<file path="config.mk">
export PLATFORM = sky130hd
export DESIGN_NAME = dm_access_ctrl_flat
export DESIGN_NICKNAME = d
export VERILOG_FILES = /design/src/rtl/dm_access_ctrl_if.sv /design/src/rtl/dm_access_ctrl.sv /design/src/flat_wrapper.sv
export SDC_FILE = /design/constraint.sdc
export NUM_CORES = 1
export LEC_CHECK = 0
export CAP_MARGIN = 20
export CORE_AREA = 10 10 149 151
export CTS_CLUSTER_DIAMETER = 60
export DETAILED_ROUTE_END_ITERATION = 12
export DIE_AREA = 0 0 159 161
export DONT_BUFFER_PORTS = 1
export PLACE_DENSITY = 0.68
export REMOVE_ABC_BUFFERS = 1
export SYNTH_ARGS = -nofsm -noshare
export SYNTH_HDL_FRONTEND = slang
export SYNTH_SLANG_ARGS = --single-unit
</file>
<file path="constraint.sdc">
create_clock -name clk -period 7.4 [get_ports clk]
set_input_delay 0.74 -clock clk [delete_from_list [all_inputs] [get_ports clk]]
set_output_delay 0.74 -clock clk [all_outputs]
set_load 0.05 [all_outputs]
</file>
<file path="src/rtl/dm_access_ctrl_if.sv">
// ---------------------------------------------------------------------------
// dm_access_ctrl_if
// One requester's load/store channel into dm_access_ctrl.
//   req    requester -> ctrl  request valid, held until ack
//   we     requester -> ctrl  1 = store, 0 = load
//   width  requester -> ctrl  access width / extension code
//   addr   requester -> ctrl  byte address
//   wdata  requester -> ctrl  store data (sub-word in low bits)
//   pc     requester -> ctrl  instruction PC for the store trace
//   ack    ctrl -> requester  one-cycle completion pulse
//   rdata  ctrl -> requester  load result, valid with ack
//   err    ctrl -> requester  access rejected, valid with ack
// ---------------------------------------------------------------------------
interface dm_access_ctrl_if;
    logic        req;
    logic        we;
    logic [2:0]  width;
    logic [31:0] addr;
    logic [31:0] wdata;
    logic [31:0] pc;
    logic        ack;
    logic [31:0] rdata;
    logic        err;

    modport master (
        output req, we, width, addr, wdata, pc,
        input  ack, rdata, err
    );

    modport slave (
        input  req, we, width, addr, wdata, pc,
        output ack, rdata, err
    );
endinterface

</file>
<file path="src/rtl/dm_access_ctrl.sv">
// ---------------------------------------------------------------------------
// dm_access_ctrl
// Round-robin arbiter and sequencer in front of the word-organised data
// memory. Two requesters share the single memory word port; sub-word stores
// are done as read-modify-write, sub-word loads are extracted and extended,
// and illegal / misaligned / out-of-range accesses are answered with err.
//
// Ports:
//   clk          clock, rising edge
//   reset        synchronous, active-high
//   m0, m1       requester channels (slave side); m0 = MEM stage, m1 = loader
//   o_dm_adr     word-aligned byte address to memory
//   o_dm_wdata   word written to memory
//   o_dm_we      memory write enable
//   o_dm_pc      PC of the access in progress
//   i_dm_rdata   memory read word, combinational on o_dm_adr
// ---------------------------------------------------------------------------
module dm_access_ctrl #(
    parameter int DM_WORDS = 4096
) (
    input  logic               clk,
    input  logic               reset,
    dm_access_ctrl_if.slave    m0,
    dm_access_ctrl_if.slave    m1,
    output logic [31:0]        o_dm_adr,
    output logic [31:0]        o_dm_wdata,
    output logic               o_dm_we,
    output logic [31:0]        o_dm_pc,
    input  logic [31:0]        i_dm_rdata
);

    localparam logic [1:0] S_IDLE   = 2'd0;
    localparam logic [1:0] S_ACCESS = 2'd1;
    localparam logic [1:0] S_MERGE  = 2'd2;
    localparam logic [1:0] S_RESP   = 2'd3;

    localparam logic [2:0] W_WORD   = 3'b000;
    localparam logic [2:0] W_HALF_Z = 3'b001;
    localparam logic [2:0] W_HALF_S = 3'b010;
    localparam logic [2:0] W_BYTE_Z = 3'b011;
    localparam logic [2:0] W_BYTE_S = 3'b100;

    // First illegal byte address, one bit wider so the compare cannot wrap.
    localparam logic [32:0] ADDR_LIM = 33'(DM_WORDS) << 2;

    // Control state
    logic [1:0]  r_state;
    logic        r_last_m1;   // 1 = m1 was granted last, so m0 wins a tie
    logic        r_gnt_m1;    // port owning the access in flight

    // Latched request and results
    logic        r_we;
    logic [2:0]  r_width;
    logic [31:0] r_addr;
    logic [31:0] r_wdata;
    logic [31:0] r_pc;
    logic [31:0] r_old;
    logic [31:0] r_rdata;
    logic        r_err;

    logic        w_any_req;
    logic        w_gnt_m1;
    logic        w_is_half;
    logic        w_err;
    logic        w_resp;

    // Select byte/half out of a memory word and extend it.
    function automatic logic [31:0] f_extract(input logic [31:0] word,
                                              input logic [1:0]  a,
                                              input logic [2:0]  width);
        logic        [7:0]  b;
        logic        [15:0] h;
        logic signed [7:0]  bs;
        logic signed [15:0] hs;
        b  = word[{a, 3'b000} +: 8];
        h  = word[{a[1], 4'b0000} +: 16];
        bs = b;
        hs = h;
        case (width)
            W_WORD:   f_extract = word;
            W_HALF_Z: f_extract = {16'd0, h};
            W_HALF_S: f_extract = 32'(hs);
            W_BYTE_Z: f_extract = {24'd0, b};
            W_BYTE_S: f_extract = 32'(bs);
            default:  f_extract = '0;
        endcase
    endfunction

    // Overlay the store's byte/half onto the old memory word.
    function automatic logic [31:0] f_merge(input logic [31:0] old,
                                            input logic [31:0] wd,
                                            input logic [1:0]  a,
                                            input logic [2:0]  width);
        logic [31:0] m;
        m = old;
        case (width)
            W_BYTE_Z, W_BYTE_S: m[{a, 3'b000} +: 8]     = wd[7:0];
            W_HALF_Z, W_HALF_S: m[{a[1], 4'b0000} +: 16] = wd[15:0];
            default:            m = old;
        endcase
        f_merge = m;
    endfunction

    assign w_any_req = m0.req | m1.req;
    // m1 wins when it is alone, or on a tie when m0 had the last grant.
    assign w_gnt_m1  = m1.req & (~m0.req | ~r_last_m1);

    assign w_is_half = (r_width == W_HALF_Z) | (r_width == W_HALF_S);
    assign w_err     = (r_width > W_BYTE_S)
                     | (w_is_half & r_addr[0])
                     | ((r_width == W_WORD) & (|r_addr[1:0]))
                     | ({1'b0, r_addr} >= ADDR_LIM);

    // ---- control FSM ----
    always_ff @(posedge clk) begin
        if (reset) begin
            r_state   <= S_IDLE;
            r_last_m1 <= 1'b1;
            r_gnt_m1  <= 1'b0;
        end else begin
            case (r_state)
                S_IDLE: begin
                    if (w_any_req) begin
                        r_gnt_m1  <= w_gnt_m1;
                        r_last_m1 <= w_gnt_m1;
                        r_state   <= S_ACCESS;
                    end
                end
                S_ACCESS: begin
                    if (w_err || !r_we || (r_width == W_WORD))
                        r_state <= S_RESP;
                    else
                        r_state <= S_MERGE;
                end
                S_MERGE: r_state <= S_RESP;
                default: r_state <= S_IDLE;
            endcase
        end
    end

    // ---- request latch (IDLE) / memory capture (ACCESS) ----
    always_ff @(posedge clk) begin
        case (r_state)
            S_IDLE: begin
                if (w_any_req) begin
                    r_we    <= w_gnt_m1 ? m1.we    : m0.we;
                    r_width <= w_gnt_m1 ? m1.width : m0.width;
                    r_addr  <= w_gnt_m1 ? m1.addr  : m0.addr;
                    r_wdata <= w_gnt_m1 ? m1.wdata : m0.wdata;
                    r_pc    <= w_gnt_m1 ? m1.pc    : m0.pc;
                end
            end
            S_ACCESS: begin
                r_old   <= i_dm_rdata;
                r_err   <= w_err;
                r_rdata <= (w_err || r_we) ? '0 : f_extract(i_dm_rdata, r_addr[1:0], r_width);
            end
            default: ;
        endcase
    end

    // ---- memory port drive ----
    // The write enable is gated by reset directly so that a reset landing in
    // ACCESS or MERGE aborts the write in that same cycle.
    always_comb begin
        o_dm_adr   = '0;
        o_dm_pc    = '0;
        o_dm_wdata = '0;
        o_dm_we    = 1'b0;
        if (r_state == S_ACCESS || r_state == S_MERGE) begin
            o_dm_adr = {r_addr[31:2], 2'b00};
            o_dm_pc  = r_pc;
        end
        if (r_state == S_ACCESS && r_we && (r_width == W_WORD) && !w_err) begin
            o_dm_wdata = r_wdata;
            o_dm_we    = ~reset;
        end else if (r_state == S_MERGE) begin
            o_dm_wdata = f_merge(r_old, r_wdata, r_addr[1:0], r_width);
            o_dm_we    = ~reset;
        end
    end

    // ---- response to the granted port only ----
    assign w_resp   = (r_state == S_RESP) & ~reset;
    assign m0.ack   = w_resp & ~r_gnt_m1;
    assign m1.ack   = w_resp &  r_gnt_m1;
    assign m0.rdata = m0.ack ? r_rdata : '0;
    assign m1.rdata = m1.ack ? r_rdata : '0;
    assign m0.err   = m0.ack & r_err;
    assign m1.err   = m1.ack & r_err;

endmodule

</file>
<file path="src/flat_wrapper.sv">
// flat-port wrapper written by rule: the top's interface ports become plain ports
module dm_access_ctrl_flat 
#(
    parameter int DM_WORDS = 4096
)
  (clk, reset, o_dm_adr, o_dm_wdata, o_dm_we, o_dm_pc, i_dm_rdata, m0_req, m0_we, m0_width, m0_addr, m0_wdata, m0_pc, m0_ack, m0_rdata, m0_err, m1_req, m1_we, m1_width, m1_addr, m1_wdata, m1_pc, m1_ack, m1_rdata, m1_err);
  dm_access_ctrl_if m0_i ();
  dm_access_ctrl_if m1_i ();
  input  logic clk;
  input  logic reset;
  output logic [31:0] o_dm_adr;
  output logic [31:0] o_dm_wdata;
  output logic o_dm_we;
  output logic [31:0] o_dm_pc;
  input  logic [31:0] i_dm_rdata;
  input wire logic [$bits(m0_i.req)-1:0] m0_req;
  input wire logic [$bits(m0_i.we)-1:0] m0_we;
  input wire logic [$bits(m0_i.width)-1:0] m0_width;
  input wire logic [$bits(m0_i.addr)-1:0] m0_addr;
  input wire logic [$bits(m0_i.wdata)-1:0] m0_wdata;
  input wire logic [$bits(m0_i.pc)-1:0] m0_pc;
  output wire logic [$bits(m0_i.ack)-1:0] m0_ack;
  output wire logic [$bits(m0_i.rdata)-1:0] m0_rdata;
  output wire logic [$bits(m0_i.err)-1:0] m0_err;
  input wire logic [$bits(m1_i.req)-1:0] m1_req;
  input wire logic [$bits(m1_i.we)-1:0] m1_we;
  input wire logic [$bits(m1_i.width)-1:0] m1_width;
  input wire logic [$bits(m1_i.addr)-1:0] m1_addr;
  input wire logic [$bits(m1_i.wdata)-1:0] m1_wdata;
  input wire logic [$bits(m1_i.pc)-1:0] m1_pc;
  output wire logic [$bits(m1_i.ack)-1:0] m1_ack;
  output wire logic [$bits(m1_i.rdata)-1:0] m1_rdata;
  output wire logic [$bits(m1_i.err)-1:0] m1_err;
  assign m0_i.req = m0_req;
  assign m0_i.we = m0_we;
  assign m0_i.width = m0_width;
  assign m0_i.addr = m0_addr;
  assign m0_i.wdata = m0_wdata;
  assign m0_i.pc = m0_pc;
  assign m0_ack = m0_i.ack;
  assign m0_rdata = m0_i.rdata;
  assign m0_err = m0_i.err;
  assign m1_i.req = m1_req;
  assign m1_i.we = m1_we;
  assign m1_i.width = m1_width;
  assign m1_i.addr = m1_addr;
  assign m1_i.wdata = m1_wdata;
  assign m1_i.pc = m1_pc;
  assign m1_ack = m1_i.ack;
  assign m1_rdata = m1_i.rdata;
  assign m1_err = m1_i.err;
  dm_access_ctrl #(.DM_WORDS(DM_WORDS)) u_core (.clk(clk), .reset(reset), .m0(m0_i), .m1(m1_i), .o_dm_adr(o_dm_adr), .o_dm_wdata(o_dm_wdata), .o_dm_we(o_dm_we), .o_dm_pc(o_dm_pc), .i_dm_rdata(i_dm_rdata));
endmodule
</file>
==> flow_summary.toml <==
[sta]
rsz0062_at_grt = "no"
fin_skew_ns = 0.0113
finalSetupViolations = 0
relSlewSlack = 0.312
setup_slack_ns = 2.81
finalCriticalPeriod_ns = 4.59
hold_ws_ns = 0.379
period_share = 0.621
max_freq_mhz = 218
hold_viol = 0
setup_tns_ns = 0
slew_viol_final = 0
worst_pin_slew_ns = 1.03

[synthesis]
ys_ff_latch = 169
synthSimpleGateAreaFrac = 0.155
synth-compound-area-share = 0.102
syn_area_per_cell_sq_um = 12.7
synthAdderAreaFrac = 0.0124
synth_area_leader_cell = "edfxtp_1"
synth-seq-area-share = 0.554
synth.area.top_cells = "edfxtp_1, mux2_2, and2_1"
synth_top_family_by_area = "simple AND/OR/NAND/NOR gates"
synth_cell_types = 59
synth_flop_cell = "edfxtp_1"
synth_edf_count = 165
syn_area_sq_um = 9090
synth_cells = 716
muxShareOfSynthArea = 0.148
yosysWarnings = 0
async_flop_share = 0
synth_xor_area_frac = 0.000963
yosys.area.top_type_share = 0.545

[cts]
htree_levels = 4
cts_sinks = 169
clockBufferDepth = 2
cts_buffers = 17
clk_latency_ns = 0.43
cts_tree = "done"
ctsHoldBuffers = 0
clk_pin_slew_ns = 0.06
post_cts_buffers = 0
root_buffer = "clkbuf_16"
cts.repair.resized = 0

[finish]
drive_above_1_share = 0.238
area_growth_pct = 9.01
n_fill_cell = 1599
multi_input_area_sq_um = 3860
mostFrequentLayoutCells = "edfxtp_1, and2_1, mux2_2, nand2_1, a21oi_1"
layout_commonest_cell = "edfxtp_1"
final_core_util = 0.516
antenna_cells = 0
instances_no_fill = 974
seq_area_sq_um = 5030
layout.nets = 942

[run]
drv_cap = 0

[floorplan]
start_util = 0.473
core_sq_um = 19200
die_h_um = 161
fp.dieArea_sq_um = 25600
fp.dieW_um = 159
io_pins = 401
rows = 51

[status]
status = "finished, final reports clean"

[placed_design]
pre_cts_ws_ns = 3.25
place_hpwl_um = 22300
gp_congestion = 0.864
portBuffers = 0
dp_cells = 942

[critical_path]
critPathArrivalTime_ns = 3.85
timing.rr.end = "u_core.r_rdata[9]$_SDFFCE_PP0N_"
cp_slowest_stage_delay_ns = 0.81
cpMaxStageDelayCell = "o31ai_4"
critPathLaunchType = "register"
cp_cell_sequence = "inv_1, ha_1, nor4_1, or4_4, o31ai_4, a211oi_4, a22o_1"
crit_required_ns = 6.66
crit_fanout = 17
crit_path_end_kind = "primary output"
r2r_slack_ns = 4.50
worstSetupPathType = "register to primary output"
reg2reg_from = "u_core.r_addr[0]$_DFFE_PP_"
reg2reg_depth = 8

[hold_path]
hp-start = "reset"
holdPathEnd = "u_core.r_state[0]$_SDFFE_PP0P_"
min_path_cells = 1
min_path_type = "primary input to register"

[power_and_ir_drop]
irDropWorstVdd_uv = 288
power_density_nw_per_um2 = 471
leakagePower_nw = 3.35

[routing]
post_drt_via_cell_ratio = 6.16
vias = 6001
drtAntennaViolNets = 0
drtIter0Drc = 452
wl_um = 28800
drtPass1Iterations = 5
wl_per_cell_um = 29.5
drc = 0

[global_routing]
gr-total-overflow = 0
grt_pass1_wl_um = 41700
antenna_found_initial = 0
first_global_vias = 6396
grt_max_degree = 102
grt_usage = 0.215
==> critical path: cells and delay by family (launching register included) <==
kind                     cells  cell delay (ns)
adder cells (fa/ha/maj)      1             0.43
buffers and inverters        1             0.23
AND/OR/NAND/NOR              2             0.56
flip-flops                   1             0.68
AO/OA/AOI/OAI                3             1.50
==> power by group <==
group	leakage, nW	total, W	switching (W)	internal [W]
clock network	0.277	0.000893	0.000367	0.000526
registers	1.62	0.00168	0.000196	0.00149
logic	1.45	0.00209	0.00167	0.000414
==> logic make-up after synthesis <==
family | after synthesis
other | 1
buffers and inverters | 53
multiplexers | 112
XOR/XNOR | 1
AND/OR/NAND/NOR | 243
flip-flops | 169
adder cells (fa/ha/maj) | 9
AO/OA/AOI/OAI | 128
==> how the worst max path moves through the flow <==
| stage | startpoint | to | slack [ns] | cells past startpoint |
|---|---|---|---|---|
| global route | u_core.r_addr[0]$_DFFE_PP_ | o_dm_wdata[7] | 2.59 | 7 |
| CTS | u_core.r_addr[0]$_DFFE_PP_ | o_dm_wdata[7] | 2.77 | 7 |
| floorplan | m1_req | u_core.r_addr[0]$_DFFE_PP_ | -1.74 | 2 |
| finish | u_core.r_addr[0]$_DFFE_PP_ | o_dm_wdata[6] | 2.81 | 7 |
| global placement | u_core.r_addr[0]$_DFFE_PP_ | o_dm_wdata[7] | 3.42 | 7 |
| detailed placement | u_core.r_addr[0]$_DFFE_PP_ | o_dm_wdata[7] | 3.25 | 7 |
==> routing by layer <==
layer  track usage  up-vias  wire [um]
met4        0.0695        0        763
met5             0        -          0
met1         0.215     2932       9700
li1              -     2642          -
met2         0.389      380      15200
met3        0.0974       47       3080
==> sequential cells by signal, summed over array words and instances, names as in the netlist, 2 cells and up <==
| register | flops |
|---|---|
| u_core.r_wdata | 32 |
| u_core.r_pc | 32 |
| u_core.r_old | 32 |
| u_core.r_state | 2 |
| u_core.r_width | 3 |
| u_core.r_rdata | 32 |
| u_core.r_addr | 32 |
==> Yosys cell counts, drive strengths merged (2+ instances only) <==
cell	instances
nand3b	3
nand2	59
or2	2
o21ai	20
a22oi	17
inv	4
a31oi	8
edfxtp	165
and2	130
or3b	2
a22o	9
a21oi	37
or4	2
a32o	8
a21o	9
mux4	8
nor4	6
buf	12
nor2	11
nor3	4
nand4	3
mux2	103
clkbuf	37
nor2b	3
dfxtp	4
a222oi	9
ha	9
nand3	2
a31o	2
nor3b	11
==> cell type report <==
cell class | instances | area share
clock buffers | 18 | 0.0433
clock inverters | 13 | 0.0153
inverters | 4 | 0.00151
multi-input cells | 495 | 0.389
flip-flops and latches | 169 | 0.508
well taps | 265 | 0.0334
repair buffers | 10 | 0.00959
==> through the flow <==
stage               instance area, sq um  total power [W]
CTS                                 9890          0.00470
global route                        9910          0.00486
detailed placement                  9310          0.00381
finish                              9910          0.00467
floorplan                           8860          0.00342
global placement                    9310          0.00375
No activity file was read; power rests on OpenSTA's default activity.
